`config.mk`:
```
export PLATFORM = sky130hd
export DESIGN_NAME = uart_dbg_bridge
export DESIGN_NICKNAME = d
export VERILOG_FILES = /design/src/rtl/uart_dbg_bridge_pkg.sv /design/src/rtl/uart_dbg_phy.sv /design/src/rtl/uart_dbg_bridge.sv
export SDC_FILE = /design/constraint.sdc
export NUM_CORES = 1
export LEC_CHECK = 0
export CORE_UTILIZATION = 55
export DETAILED_ROUTE_END_ITERATION = 10
export HOLD_SLACK_MARGIN = 0.15
export PLACE_DENSITY_LB_ADDON = 0.1
export REMOVE_ABC_BUFFERS = 1
export SLEW_MARGIN = 10
export SYNTH_ARGS = -nofsm -noshare
export SYNTH_HDL_FRONTEND = slang
export SYNTH_SLANG_ARGS = --single-unit
```
`constraint.sdc`:
```
create_clock -name clk -period 3.4 [get_ports clk]
set_clock_uncertainty 0.1 [all_clocks]
set_input_delay 0.51 -clock clk [delete_from_list [all_inputs] [get_ports clk]]
set_output_delay 0.51 -clock clk [all_outputs]
set_load 0.1 [all_outputs]
```
`src/rtl/uart_dbg_bridge_pkg.sv`:
```
// Shared constants for the UART debug bridge: command/reply bytes and the
// frame FSM state encoding.
package uart_dbg_bridge_pkg;

  localparam logic [7:0] CMD_WR  = 8'h57;  // 'W' + addr[4] + data[4]
  localparam logic [7:0] CMD_RD  = 8'h52;  // 'R' + addr[4]
  localparam logic [7:0] RSP_ACK = 8'h06;
  localparam logic [7:0] RSP_NAK = 8'h15;

  typedef enum logic [2:0] {
    StIdle,
    StRxAddr,
    StRxData,
    StBusReq,
    StBusAcc,
    StRdWait,
    StTxReply
  } state_e;

endpackage

```
`src/rtl/uart_dbg_phy.sv`:
```
// UART 8N1 physical layer for the debug bridge.
// Ports:
//   clk, rst_n          clock, asynchronous active-low reset
//   rxd                 serial in (asynchronous, idle high)
//   txd                 serial out (idle high)
//   rx_valid, rx_data   one-cycle pulse with a correctly framed received byte
//   tx_valid, tx_ready  byte handshake; a byte is taken when both are high
//   tx_data             byte to transmit
module uart_dbg_phy #(
  parameter int unsigned CLKS_PER_BIT = 868
) (
  input  logic       clk,
  input  logic       rst_n,
  input  logic       rxd,
  output logic       txd,
  output logic       rx_valid,
  output logic [7:0] rx_data,
  input  logic       tx_valid,
  output logic       tx_ready,
  input  logic [7:0] tx_data
);

  localparam int unsigned CW = $clog2(CLKS_PER_BIT + 1);
  localparam logic [CW-1:0] HALF = CW'(CLKS_PER_BIT / 2 - 1);
  localparam logic [CW-1:0] FULL = CW'(CLKS_PER_BIT - 1);

  typedef enum logic [1:0] {RxIdle, RxStart, RxData, RxStop} rx_state_e;

  rx_state_e     rx_state_q;
  logic          rx_meta_q, rx_sync_q, rx_prev_q;
  logic [CW-1:0] rx_cnt_q;
  logic [2:0]    rx_bit_q;
  logic [7:0]    rx_shift_q;

  always_ff @(posedge clk or negedge rst_n) begin
    if (!rst_n) begin
      rx_meta_q  <= 1'b1;
      rx_sync_q  <= 1'b1;
      rx_prev_q  <= 1'b1;
      rx_state_q <= RxIdle;
      rx_cnt_q   <= '0;
      rx_bit_q   <= '0;
      rx_shift_q <= '0;
      rx_valid   <= 1'b0;
    end else begin
      rx_meta_q <= rxd;
      rx_sync_q <= rx_meta_q;
      rx_prev_q <= rx_sync_q;
      rx_valid  <= 1'b0;
      unique case (rx_state_q)
        RxIdle: begin
          if (rx_prev_q && !rx_sync_q) begin
            rx_state_q <= RxStart;
            rx_cnt_q   <= '0;
          end
        end
        RxStart: begin
          if (rx_cnt_q == HALF) begin
            rx_cnt_q   <= '0;
            rx_bit_q   <= '0;
            // A start bit that is high again at mid-bit was a glitch.
            rx_state_q <= rx_sync_q ? RxIdle : RxData;
          end else begin
            rx_cnt_q <= rx_cnt_q + 1'b1;
          end
        end
        RxData: begin
          if (rx_cnt_q == FULL) begin
            rx_cnt_q   <= '0;
            rx_shift_q <= {rx_sync_q, rx_shift_q[7:1]};
            if (rx_bit_q == 3'd7) rx_state_q <= RxStop;
            else                  rx_bit_q   <= rx_bit_q + 1'b1;
          end else begin
            rx_cnt_q <= rx_cnt_q + 1'b1;
          end
        end
        default: begin  // RxStop: a low stop bit silently drops the byte
          if (rx_cnt_q == FULL) begin
            rx_valid   <= rx_sync_q;
            rx_state_q <= RxIdle;
          end else begin
            rx_cnt_q <= rx_cnt_q + 1'b1;
          end
        end
      endcase
    end
  end

  assign rx_data = rx_shift_q;

  logic          tx_busy_q;
  logic [CW-1:0] tx_cnt_q;
  logic [3:0]    tx_bit_q;
  logic [9:0]    tx_shift_q;

  always_ff @(posedge clk or negedge rst_n) begin
    if (!rst_n) begin
      tx_busy_q  <= 1'b0;
      tx_cnt_q   <= '0;
      tx_bit_q   <= '0;
      tx_shift_q <= '1;
      txd        <= 1'b1;
    end else if (!tx_busy_q) begin
      txd <= 1'b1;
      if (tx_valid) begin
        tx_busy_q  <= 1'b1;
        tx_shift_q <= {1'b1, tx_data, 1'b0};
        tx_cnt_q   <= '0;
        tx_bit_q   <= '0;
        txd        <= 1'b0;
      end
    end else if (tx_cnt_q == FULL) begin
      tx_cnt_q <= '0;
      if (tx_bit_q == 4'd9) begin
        tx_busy_q <= 1'b0;
        txd       <= 1'b1;
      end else begin
        tx_bit_q   <= tx_bit_q + 1'b1;
        tx_shift_q <= {1'b1, tx_shift_q[9:1]};
        txd        <= tx_shift_q[1];
      end
    end else begin
      tx_cnt_q <= tx_cnt_q + 1'b1;
    end
  end

  assign tx_ready = !tx_busy_q;

endmodule

```
`src/rtl/uart_dbg_bridge.sv`:
```
// Host debug/boot bridge: decodes 'W'/'R' command frames from a UART and
// performs single word accesses on the system bus as a second initiator.
// Optional macro UART_DBG_BRIDGE_TIMEOUT_EN: abandon a partial frame after
// TIMEOUT_CYCLES without a new byte.
// Ports:
//   clk, rst_n                system clock, asynchronous active-low reset
//   uart_rxd_i, uart_txd_o    host UART
//   bus_req_o, bus_gnt_i      arbiter handshake
//   system_bus_*              single-cycle strobe bus, word addressed
//   busy_o                    high whenever the frame FSM is not idle
module uart_dbg_bridge
  import uart_dbg_bridge_pkg::*;
#(
  parameter int unsigned CLKS_PER_BIT   = 868,
  parameter int unsigned RD_LATENCY     = 1,
  parameter int unsigned TIMEOUT_CYCLES = 1000000
) (
  input  logic        clk,
  input  logic        rst_n,
  input  logic        uart_rxd_i,
  output logic        uart_txd_o,
  output logic        bus_req_o,
  input  logic        bus_gnt_i,
  output logic        system_bus_en,
  output logic        system_bus_rdwr,
  output logic [3:0]  system_bus_mask,
  output logic [31:0] system_bus_addr,
  output logic [31:0] system_bus_wr_data,
  input  logic [31:0] system_bus_rd_data,
  output logic        busy_o
);

  logic       rx_valid, tx_valid, tx_ready;
  logic [7:0] rx_data, tx_data;

  uart_dbg_phy #(
    .CLKS_PER_BIT(CLKS_PER_BIT)
  ) u_phy (
    .clk     (clk),
    .rst_n   (rst_n),
    .rxd     (uart_rxd_i),
    .txd     (uart_txd_o),
    .rx_valid(rx_valid),
    .rx_data (rx_data),
    .tx_valid(tx_valid),
    .tx_ready(tx_ready),
    .tx_data (tx_data)
  );

  state_e      state_q;
  logic [1:0]  cnt_q, last_q, lat_q;
  logic        is_wr_q, timeout;
  logic [31:0] addr_q, wdata_q, rsp_q;

`ifdef UART_DBG_BRIDGE_TIMEOUT_EN
  logic [31:0] idle_cnt_q;

  always_ff @(posedge clk or negedge rst_n) begin
    if (!rst_n) begin
      idle_cnt_q <= '0;
    end else if (rx_valid || !(state_q == StRxAddr || state_q == StRxData)) begin
      idle_cnt_q <= '0;
    end else begin
      idle_cnt_q <= idle_cnt_q + 1'b1;
    end
  end

  assign timeout = (idle_cnt_q == 32'(TIMEOUT_CYCLES - 1));
`else
  assign timeout = 1'b0;
`endif

  always_ff @(posedge clk or negedge rst_n) begin
    if (!rst_n) begin
      state_q <= StIdle;
      cnt_q   <= '0;
      last_q  <= '0;
      lat_q   <= '0;
      is_wr_q <= 1'b0;
      addr_q  <= '0;
      wdata_q <= '0;
      rsp_q   <= '0;
    end else begin
      unique case (state_q)
        StIdle: begin
          if (rx_valid) begin
            cnt_q <= '0;
            if (rx_data == CMD_WR || rx_data == CMD_RD) begin
              is_wr_q <= (rx_data == CMD_WR);
              state_q <= StRxAddr;
            end else begin
              rsp_q   <= {24'h0, RSP_NAK};
              last_q  <= 2'd0;
              state_q <= StTxReply;
            end
          end
        end
        StRxAddr: begin
          if (rx_valid) begin
            // Little-endian: each new byte enters at the top and shifts down.
            addr_q <= {rx_data, addr_q[31:8]};
            cnt_q  <= cnt_q + 1'b1;
            if (cnt_q == 2'd3) state_q <= is_wr_q ? StRxData : StBusReq;
          end else if (timeout) begin
            state_q <= StIdle;
          end
        end
        StRxData: begin
          if (rx_valid) begin
            wdata_q <= {rx_data, wdata_q[31:8]};
            cnt_q   <= cnt_q + 1'b1;
            if (cnt_q == 2'd3) state_q <= StBusReq;
          end else if (timeout) begin
            state_q <= StIdle;
          end
        end
        StBusReq: begin
          if (bus_gnt_i) state_q <= StBusAcc;
        end
        StBusAcc: begin
          lat_q <= '0;
          if (is_wr_q) begin
            rsp_q   <= {24'h0, RSP_ACK};
            last_q  <= 2'd0;
            state_q <= StTxReply;
          end else begin
            state_q <= StRdWait;
          end
        end
        StRdWait: begin
          if (lat_q == 2'(RD_LATENCY - 1)) begin
            rsp_q   <= system_bus_rd_data;
            last_q  <= 2'd3;
            state_q <= StTxReply;
          end else begin
            lat_q <= lat_q + 1'b1;
          end
        end
        default: begin  // StTxReply; cnt_q is 0 on entry from every path
          if (tx_ready) begin
            rsp_q <= {8'h0, rsp_q[31:8]};
            cnt_q <= cnt_q + 1'b1;
            if (cnt_q == last_q) begin
              cnt_q   <= '0;
              state_q <= StIdle;
            end
          end
        end
      endcase
    end
  end

  assign tx_valid = (state_q == StTxReply);
  assign tx_data  = rsp_q[7:0];

  assign bus_req_o          = (state_q == StBusReq) || (state_q == StBusAcc) ||
                              (state_q == StRdWait);
  assign system_bus_en      = (state_q == StBusAcc);
  assign system_bus_rdwr    = bus_req_o & is_wr_q;
  assign system_bus_mask    = {4{bus_req_o}};
  assign system_bus_addr    = {addr_q[31:2], 2'b00};
  assign system_bus_wr_data = wdata_q;
  assign busy_o             = (state_q != StIdle);

endmodule

```
==> impl_metrics.ini <==
[run_status]
status = finished, final reports clean

[grt]
grt_max_degree = 69
antenna_found_initial = 0
grt_pass1_wl_um = 24200
grt_pass1_vias = 5064
grt_overflow = 0
grtUsageTotal = 0.234

[synthesis]
postSynthCellCount = 630
synth_top_area_cell = dfrtp_1
synth_top_family_by_area = compound AO/OA/AOI/OAI gates
yosysMostFrequentCell = dfrtp_1
synth_seq_cells = 154
synth_xor_area_frac = 0.00248
synth_edf_count = 0
synth_compound_area_frac = 0.146
synth_async_sr_flop_share = 1.00
synthMuxAreaShare = 0.130
synthSimpleGateAreaFrac = 0.111
yosysWarnings = 0
synthAdderAreaFrac = 0.0230
synthTopCellsByCount = dfrtp_1, mux2_2, o21ai_0
yosys.cell_types.count = 60
syn_avg_cell_area_sq_um = 11.2
ys_seq_area_frac = 0.547
synth_top_area_frac = 0.502
netlist_area_sq_um = 7070
synthFlopType = dfrtp_1
synth_area_leaders = dfrtp_1, mux2_2, o21ai_0

[pwr]
ir_drop_mv = 0.557
p_total_mw = 4.27
power_leakage_nw = 4.00
powerDensity_nw_per_um2 = 483

[layout]
layout.cells.non_filler = 911
drive_gt1_frac = 0.199
n_antenna_cell = 0
final_nets = 775
fin_util = 0.704
area_growth_pct = 25.0

[clocking]
clock-root-buffer = clkbuf_16
cts_buffers = 17
cts_tree = built
htreeDepth = 4
clk_path_buf_depth = 2
cts.sinks = 154
clk_latency_ns = 0.42
postCtsResizedCells = 0
clkTransAtPathRegs_ns = 0.06

[worst_setup_path]
worstPathArrival_ns = 2.50
r2r_cells = 4
cp-end-kind = output pin
critical_path_class = reg -> out
startpoint_type = flop
worstSetupStartpoint = state_q[0]
reg2reg_from = state_q[0]
cp_max_fo = 27
required_ns = 2.79

[worst_hold_path]
hold_path_class = reg -> reg
hold_depth = 0
min-delay-start = u_phy.rx_meta_q

[job]
maxCapViolations = 0

[placed_design]
place.gp.congestion = 0.827
post-place-cells = 878
io_buffers = 106
dp_hpwl_um = 9940

[detailed_routing]
drt_iter0_markers = 342
dr_total_vias = 5177
first_pass_iters = 5
drc = 0
avgViaCountPerCell = 5.68
wl_per_cell_um = 15.7
routed_wl_um = 14300
drtAntennaViolNets = 0

[sta]
worst_pin_slew_ns = 1.02
rsz0062_at_grt = no
fin_crit_sh = 0.915
period_minus_slack_ns = 3.11
slew_headroom = 0.313
tns_ns = 0
finalSetupViolations = 0
hold_viol_final = 0
drv_slew = 0
max_freq_ghz = 0.322

[floorplanning]
rows = 41
start_util = 0.563
die_w_um = 115
dieArea_sq_um = 13300
fp.dieH_um = 115
ios = 109
coreArea_sq_um = 12600
## final timing paths
| check | end | slack [ns] |
|---|---|---|
| setup / recovery | system_bus_rdwr | 0.29 |
| hold / removal | u_phy.rx_sync_q | 0.26 |
| setup reg to reg | u_phy.tx_cnt_q[7] | 0.85 |
| hold reg to reg | u_phy.rx_sync_q | 0.26 |
| max in group asynchronous | rsp_q[10] | 1.81 |
| min in group asynchronous | u_phy.tx_cnt_q[9] | 0.46 |
## stage by stage
stage,area (sq um),setup WS (ns),hold slack (ns)
after floorplan,6880,-9.88,0.114
after global placement,8240,0.881,0.247
after detailed placement,8240,0.706,0.248
after CTS,8840,0.253,0.259
after global routing,8840,0.0314,0.264
final,8840,0.290,0.259
## layout by cell type (no fill, tap or decap), types with 3 or more instances in the layout
cell type	n
nand4_1	6
dfrtp_1	142
nand2b_1	4
a22oi_1	20
nand3_1	6
ha_1	13
clkinvlp_4	3
mux2_2	71
a31oi_1	6
a21o_1	4
buf_4	18
dfstp_2	12
a21oi_1	19
nor2b_1	7
bufinv_16	3
and3_1	15
nor3_1	6
clkdlybuf4s50_1	95
or3_1	4
nand2_1	61
o31ai_1	7
o21ai_0	68
clkinv_2	6
mux2i_1	12
inv_1	21
clkbuf_16	17
o41ai_1	5
nor2_1	23
a22o_1	11
nand3b_1	4
## flip-flops by register name, summed over array words and instances (netlist names)
name	count
u_phy.rx_prev_q	1
u_phy.rx_bit_q	3
u_phy.tx_cnt_q	10
cnt_q	2
rsp_q	32
u_phy.rx_sync_q	1
last_q	1
u_phy.rx_state_q	2
u_phy.rx_data	8
u_phy.rx_meta_q	1
lat_q	2
u_phy.txd	1
u_phy.tx_shift_q	8
u_phy.tx_busy_q	1
u_phy.tx_bit_q	4
system_bus_wr_data	32
u_phy.rx_valid	1
is_wr_q	1
addr_q	30
state_q	3
u_phy.rx_cnt_q	10
## final cells by class
type | instances | area (sq um)
clock buffer | 19 | 443
fill | 935 | 3720
timing repair buffer | 117 | 1150
sequential | 154 | 3870
multi-input combinational | 415 | 2940
inverter | 21 | 78.8
tap | 172 | 215
clock inverter | 13 | 151
## metal layers
metal  global-route usage  vias to the layer above  part of all wire
li1                     -                     2465                 -
met1                0.299                     2576              0.44
met2                0.390                      122              0.50
met3               0.0643                       14             0.048
met4               0.0701                        0             0.011
met5                    0                        -                 0
## timing repair
| item | in CTS | in global routing |
|---|---|---|
| endpoints found under the hold margin | 33 | 0 |
| buffers inserted | 0 | 0 |
| hold buffers | 1 | 0 |
## worst max-delay path, stage by stage, from the launching register on
cell and delay [ns]:
dfrtp_1 0.87, nand2_1 0.14, o21ai_0 0.61, and2_1 0.27
buf_12 0.18
## power by group
part / switching, mW / internal (mW) / leakage [nW]
clock: 0.717 / 1.16 / 0.288
combinational: 0.290 / 0.188 / 1.77
sequential: 0.0402 / 1.87 / 1.94
## cells by family after synthesis
logic type                 after synthesis
AOI/OAI and AO/OA                      162
xor gates and xnor gates                 2
adders and majority gates               13
buffers and inverters                   62
DFF                                    154
muxes                                   83
other                                    1
and+or+nand+nor                        153
Power figures use the tool's default switching activity.
